`src/rtl/hazard_scoreboard_pkg.sv`:
```
// Shared constants and width helpers for the register-hazard scoreboard.
// Latency: n/a (declarations only).
// Backpressure: n/a.
package hazard_scoreboard_pkg;

    localparam int SB_AWIDTH_DEF = 5;
    localparam int SB_LAT_DEF    = 3;
    localparam int SB_KILL_DEF   = 1;

    // Forwarding select value meaning "read the register file".
    localparam int FWD_RF = 0;

    // Forwarding select width: SEL_W = $clog2(LAT), never below one bit.
    function automatic int sb_sel_w(input int lat);
        return (lat > 1) ? $clog2(lat) : 1;
    endfunction

    // Pending counter width: CNT_W = $clog2(LAT+1), enough to count every slot.
    function automatic int sb_cnt_w(input int lat);
        return $clog2(lat + 1);
    endfunction

endpackage

```
`src/rtl/sb_slot_match.sv`:
```
// Per-slot source comparator: flags rs/rt address hits against one live slot.
// Latency: purely combinational.
// Backpressure: none; the caller decides what a hit means.
module sb_slot_match #(
    parameter int AWIDTH = 5
) (
    input  logic              slot_vld_i,
    input  logic [AWIDTH-1:0] slot_addr_i,
    input  logic              slot_load_i,
    input  logic [AWIDTH-1:0] rs_addr_i,
    input  logic [AWIDTH-1:0] rt_addr_i,
    output logic              rs_hit_o,
    output logic              rt_hit_o,
    output logic              is_load_o
);

    assign rs_hit_o  = slot_vld_i && (slot_addr_i == rs_addr_i);
    assign rt_hit_o  = slot_vld_i && (slot_addr_i == rt_addr_i);
    assign is_load_o = slot_vld_i && slot_load_i;

endmodule

```
`src/rtl/hazard_scoreboard.sv`:
```
// RAW-hazard scoreboard between decode and execute; optional forwarding via SCOREBOARD_FORWARD_EN.
// Latency: issue_ready/stall/fwd selects are combinational; an entry retires LAT advancing edges after issue.
// Backpressure: ready drops on hazard, flush, reset or ce=0; stall = issue_valid && !ready.
module hazard_scoreboard
    import hazard_scoreboard_pkg::*;
#(
    parameter int AWIDTH      = SB_AWIDTH_DEF,
    parameter int LAT         = SB_LAT_DEF,
    parameter int KILL_STAGES = SB_KILL_DEF
) (
    input  logic                     sb_clk,
    input  logic                     sb_rst,
    input  logic                     sb_i_ce,
    input  logic                     sb_i_issue_valid,
    output logic                     sb_o_issue_ready,
    input  logic [AWIDTH-1:0]        sb_i_rs_addr,
    input  logic [AWIDTH-1:0]        sb_i_rt_addr,
    input  logic                     sb_i_rs_used,
    input  logic                     sb_i_rt_used,
    input  logic [AWIDTH-1:0]        sb_i_dst_addr,
    input  logic                     sb_i_RegWrite,
    input  logic                     sb_i_MemRead,
    input  logic                     sb_i_flush,
    output logic                     sb_o_stall,
    output logic                     sb_o_wb_valid,
    output logic [AWIDTH-1:0]        sb_o_wb_addr,
    output logic [$clog2(LAT+1)-1:0] sb_o_pending_cnt,
    output logic [$clog2(LAT)-1:0]   sb_o_fwd_rs_sel,
    output logic [$clog2(LAT)-1:0]   sb_o_fwd_rt_sel
);

    localparam int SEL_W = sb_sel_w(LAT);
    localparam int CNT_W = sb_cnt_w(LAT);

    typedef struct packed {
        logic              vld;
        logic [AWIDTH-1:0] addr;
        logic              is_load;
    } slot_t;

    slot_t slot_q [LAT];
    slot_t slot_d [LAT];
    slot_t kill_s [LAT];
    slot_t new_slot;

    logic [LAT-2:0] rs_hit;
    logic [LAT-2:0] rt_hit;
    logic [LAT-2:0] slot_ld;
    logic           rs_chk;
    logic           rt_chk;
    logic           hazard;
    logic           fire;
    logic [CNT_W-1:0] cnt;

    // Slot LAT-1 is retiring and the regfile is write-first, so only younger slots can hazard.
    for (genvar g = 0; g < LAT - 1; g++) begin : g_match
        sb_slot_match #(.AWIDTH(AWIDTH)) u_match (
            .slot_vld_i  (slot_q[g].vld),
            .slot_addr_i (slot_q[g].addr),
            .slot_load_i (slot_q[g].is_load),
            .rs_addr_i   (sb_i_rs_addr),
            .rt_addr_i   (sb_i_rt_addr),
            .rs_hit_o    (rs_hit[g]),
            .rt_hit_o    (rt_hit[g]),
            .is_load_o   (slot_ld[g])
        );
    end

    // r0 is hardwired zero and unused sources never create a dependency.
    assign rs_chk = sb_i_rs_used && (|sb_i_rs_addr);
    assign rt_chk = sb_i_rt_used && (|sb_i_rt_addr);

`ifdef SCOREBOARD_FORWARD_EN
    logic [SEL_W-1:0] rs_sel;
    logic [SEL_W-1:0] rt_sel;
    logic             rs_ld0;
    logic             rt_ld0;

    // Youngest matching slot wins: scan oldest to youngest so slot 0 is written last.
    always_comb begin
        rs_sel = SEL_W'(FWD_RF);
        rt_sel = SEL_W'(FWD_RF);
        rs_ld0 = 1'b0;
        rt_ld0 = 1'b0;
        for (int k = LAT - 2; k >= 0; k--) begin
            if (rs_hit[k]) begin
                rs_sel = SEL_W'(k + 1);
                rs_ld0 = (k == 0) && slot_ld[k];
            end
            if (rt_hit[k]) begin
                rt_sel = SEL_W'(k + 1);
                rt_ld0 = (k == 0) && slot_ld[k];
            end
        end
    end

    // Only a load still in slot 0 has no data to forward yet.
    assign hazard          = (rs_chk && rs_ld0) || (rt_chk && rt_ld0);
    assign sb_o_fwd_rs_sel = rs_chk ? rs_sel : SEL_W'(FWD_RF);
    assign sb_o_fwd_rt_sel = rt_chk ? rt_sel : SEL_W'(FWD_RF);
`else
    logic unused_ld;

    assign hazard          = (rs_chk && (|rs_hit)) || (rt_chk && (|rt_hit));
    assign sb_o_fwd_rs_sel = SEL_W'(FWD_RF);
    assign sb_o_fwd_rt_sel = SEL_W'(FWD_RF);
    assign unused_ld       = ^slot_ld;
`endif

    assign sb_o_issue_ready = !sb_rst && sb_i_ce && !hazard && !sb_i_flush;
    assign sb_o_stall       = !sb_rst && sb_i_issue_valid && !sb_o_issue_ready;
    assign fire             = sb_i_issue_valid && sb_o_issue_ready;

    // Build the entry for slot 0; non-writing and r0-writing issues leave an empty slot.
    always_comb begin
        new_slot = '0;
        if (fire && sb_i_RegWrite && (|sb_i_dst_addr)) begin
            new_slot.vld     = 1'b1;
            new_slot.addr    = sb_i_dst_addr;
            new_slot.is_load = sb_i_MemRead;
        end
    end

    // Flush kills the youngest slots first, then the pipe shifts only when ce is high.
    always_comb begin
        for (int k = 0; k < LAT; k++) begin
            kill_s[k] = slot_q[k];
            if (sb_i_flush && (k < KILL_STAGES)) begin
                kill_s[k].vld = 1'b0;
            end
        end
        for (int k = 0; k < LAT; k++) begin
            slot_d[k] = kill_s[k];
        end
        if (sb_i_ce) begin
            slot_d[0] = new_slot;
            for (int k = 1; k < LAT; k++) begin
                slot_d[k] = kill_s[k-1];
            end
        end
    end

    // Slot pipeline register; reset empties every slot immediately.
    always_ff @(posedge sb_clk or posedge sb_rst) begin
        if (sb_rst) begin
            for (int k = 0; k < LAT; k++) begin
                slot_q[k] <= '0;
            end
        end else begin
            for (int k = 0; k < LAT; k++) begin
                slot_q[k] <= slot_d[k];
            end
        end
    end

    // Live-entry count across all slots including the retiring one.
    always_comb begin
        cnt = '0;
        for (int k = 0; k < LAT; k++) begin
            cnt = cnt + CNT_W'(slot_q[k].vld);
        end
    end

    assign sb_o_pending_cnt = cnt;
    assign sb_o_wb_valid    = slot_q[LAT-1].vld;
    assign sb_o_wb_addr     = slot_q[LAT-1].addr;

endmodule

```
`config.mk`:
```
export PLATFORM = sky130hd
export DESIGN_NAME = hazard_scoreboard
export DESIGN_NICKNAME = d
export VERILOG_FILES = /design/src/rtl/hazard_scoreboard_pkg.sv /design/src/rtl/sb_slot_match.sv /design/src/rtl/hazard_scoreboard.sv
export SDC_FILE = /design/constraint.sdc
export NUM_CORES = 1
export LEC_CHECK = 0
export CORE_MARGIN = 2
export CORE_UTILIZATION = 45
export CTS_CLUSTER_SIZE = 16
export DETAILED_ROUTE_END_ITERATION = 8
export GPL_TIMING_DRIVEN = 1
export PLACE_DENSITY = 0.79
export SLEW_MARGIN = 0
export SYNTH_ARGS = -nofsm -noshare
export SYNTH_HDL_FRONTEND = slang
export SYNTH_SLANG_ARGS = --single-unit
```
`constraint.sdc`:
```
create_clock -name sb_clk -period 2.4 [get_ports sb_clk]
set_input_delay 0.48 -clock sb_clk [delete_from_list [all_inputs] [get_ports sb_clk]]
set_output_delay 0.48 -clock sb_clk [all_outputs]
set_load 0.03 [all_outputs]
```
==> flow_summary.json, run 1 <==
{
  "grt_pass1_wl_um": 3900,
  "synth-seq-cells": 18,
  "vias_per_cell": 5.10,
  "gr-max-usage-layer": "met2",
  "skew_ps": 5.22,
  "synthTopCellsByCount": "dfrtp_1, xor2_1, mux2_2",
  "crit_buf_inv": 2,
  "slew_viol_final": 0,
  "fmax_mhz": 420,
  "diodes": 0,
  "grt_pass1_vias": 869,
  "vias": 882,
  "tightestPinTransition_ps": 712,
  "drt-initial-drc-count": 11,
  "setup_violations": 0,
  "status": "finished clean",
  "cts-htree-levels": 1,
  "clk_latency_ps": 290,
  "drive_above_1_share_pct": 28.7,
  "tritoncts": "built",
  "chipWidth_um": 54.4,
  "grtUsageTotal_pct": 18.2,
  "fin_nets": 169,
  "worst-r2r-cell-count": 6,
  "io_buffers": 32,
  "ant_nets": 0,
  "firstDrtPassIters": 4,
  "areaGrowthSynthToFinish_pct": 37.8,
  "grt_max_degree": 21,
  "yosysWarnings": 0,
  "p_int_mw": 0.477,
  "p_total_mw": 0.657,
  "cp-startpoint": "sb_i_rt_addr[2]",
  "p_leak_nw": 0.728,
  "io-pin-count": 38,
  "rsz0062_at_grt": "true",
  "min-delay-start": "sb_o_wb_addr[1]",
  "ir_worst_vdd_mv": 0.300,
  "cts_sinks": 18,
  "crit_family": "simple AND/OR/NAND/NOR gates",
  "start_util_pct": 46.9,
  "critical_path_class": "input port to output port",
  "cp-end-kind": "output port",
  "fp.coreArea_mm2": 0.00243,
  "synthCells": 105,
  "clk_pin_slew_ps": 100,
  "start_kind": "input port",
  "synth_edf_count": 0,
  "min_path_type": "flop to flop",
  "die_area_mm2": 0.00295,
  "slowest_stage": "or4_4",
  "timing.slew.headroom_pct": 52.5,
  "die_h_um": 54.4,
  "syn_area_mm2": 0.00114,
  "layout_min_cycle_time_ps": 2380,
  "cts_made_buffers": 3,
  "yosys.area.top_type": "dfrtp_1",
  "root_buffer": "clkbuf_4",
  "place.detailed.hpwl_um": 1910,
  "hold-path-endpoint": "sb_o_wb_addr[1]",
  "slowest_delay_ps": 550,
  "holdPathStages": 1,
  "critPathRequiredTime_ps": 1920,
  "ys.flop_type": "dfrtp_1",
  "use_met1_pct": 24.5,
  "crit_arrival_ps": 1900,
  "grt_overflow": 0,
  "r2r-end": "kill_s[16]",
  "p_clk_share_pct": 28.6,
  "avgSynthCellArea_um2": 10.9,
  "synth_top_area_share_pct": 39.5,
  "fin_crit_sh_pct": 99.3,
  "ys_seq_area_share_pct": 39.5,
  "grt_use_met2_pct": 31.1,
  "setup_tns_ps": 0,
  "synth_cell_types": 30,
  "worstPathMaxFanout": 3,
  "routed_wl_um": 2490,
  "grt_antenna_before_repair": 0,
  "drc_errors": 0,
  "rrSetupSlack_ps": 730,
  "rr_startpoint": "kill_s[10]",
  "pwr-share-seq_pct": 48.7,
  "synth_area_leaders": "dfrtp_1, xor2_1, mux2_2",
  "p_per_area_mw_per_mm2": 418,
  "gp_congestion": 0.765,
  "grt_use_met3_pct": 1.91,
  "clock_path_buffers": 2,
  "num_rows": 18,
  "pwr-share-comb_pct": 22.7,
  "swShare_pct": 27.5,
  "routedWlPerCell_um": 14.4,
  "async_flop_share_pct": 100,
  "max-cap-violations": 0,
  "switching_power_mw": 0.181,
  "hold_viol": 0,
  "path_cells": "dlygate4sd2_1 -> or4_4 -> o21ai_4 -> o22ai_4 -> o21a_1 -> buf_6"
}
-- cells in the final DEF (no fill, tap or decap), types with 2 or more instances in the layout --
| cell | Yosys | layout |
|---|---|---|
| inv_1 | 8 | 8 |
| nor2b_1 | 2 | 2 |
| buf_4 | 9 | 11 |
| dlygate4sd2_1 | 0 | 9 |
| conb_1 | 1 | 4 |
| nand3_1 | 5 | 5 |
| nor2_1 | 2 | 2 |
| or4_4 | 2 | 2 |
| clkbuf_4 | 0 | 3 |
| buf_6 | 0 | 2 |
| clkdlybuf4s50_1 | 0 | 19 |
| xnor2_1 | 2 | 2 |
| o22ai_1 | 5 | 5 |
| dfrtp_1 | 18 | 16 |
| o21ai_4 | 1 | 2 |
| nor4_2 | 1 | 3 |
| xor2_1 | 18 | 18 |
| dfrtp_2 | 0 | 2 |
| mux2_2 | 11 | 11 |
-- logic make-up after synthesis --
| family | synth area share, % |
|---|---|
| simple gates | 12.0 |
| mux | 10.9 |
| other cells | 0.329 |
| xor+xnor | 15.4 |
| flops | 39.5 |
| compound gates | 10.7 |
| fa+ha+maj | 1.75 |
| buf+inv | 9.54 |
-- per-stage QoR --
stage / area (µm²) / setup WS (ps) / std cells / util, % / hold slack, ps
final: 1570 / 16.6 / 173 / 64.7 / 518
after global routing: 1570 / -41.7 / 173 / 64.7 / 537
after CTS: 1550 / 2.41 / 173 / 63.7 / 524
after detailed placement: 1490 / -231 / 167 / 61.4 / 500
after global placement: 1490 / -208 / 167 / 61.4 / 492
after floorplan: 1150 / 184 / 108 / - / 419
-- registers in the layout (all words and copies together) (netlist names) --
name	cells
slot_q	1
sb_o_wb_valid	1
sb_o_wb_addr	5
kill_s	11
-- layer usage --
| metal | vias to the layer above | wire, µm |
|---|---|---|
| li1 | 426 | - |
| met1 | 436 | 1110 |
| met2 | 18 | 1280 |
| met3 | 2 | 87 |
| met4 | 0 | 19 |
| met5 | - | 0 |
-- how the worst max path moves through the flow --
stage	end	slack (ps)	cells after the start
2_1_floorplan	sb_o_issue_ready	180	4
3_3_place_gp	sb_o_stall	-210	6
3_5_place_dp	sb_o_stall	-230	7
4_1_cts	sb_o_stall	2	8
5_1_grt	sb_o_stall	-40	6
6_report	sb_o_stall	20	6
-- final cells by class --
type | instances | area, µm²
sequential | 18 | 453
multi-input combinational | 70 | 621
fill | 187 | 860
tap | 30 | 37.5
timing repair buffer | 43 | 395
clock buffer | 4 | 36.3
inverter | 8 | 30.0
-- power by group through the flow --
stage	Sequential [mW]	Clock (mW)	Combinational, mW
floorplan	0.325	0	0.0813
global placement	0.326	0	0.144
detailed placement	0.327	0	0.148
CTS	0.320	0.192	0.147
global route	0.322	0.207	0.160
finish	0.320	0.188	0.149
-- what timing repair did --
item,CTS,global route
pin swaps,12,4
gates resized for setup,17,5
gates cloned,0,0
setup buffers,2,0
hold buffers,0,0
endpoints found under the setup margin,3,2
(Power assumes the default switching activity.)
==> run 2: changes to the inputs <==
Settings changed: SLEW_MARGIN 0 to unset.
==> results of run 2 <==
Same layout as run 1: the final DEF is identical, and so are final timing and power.
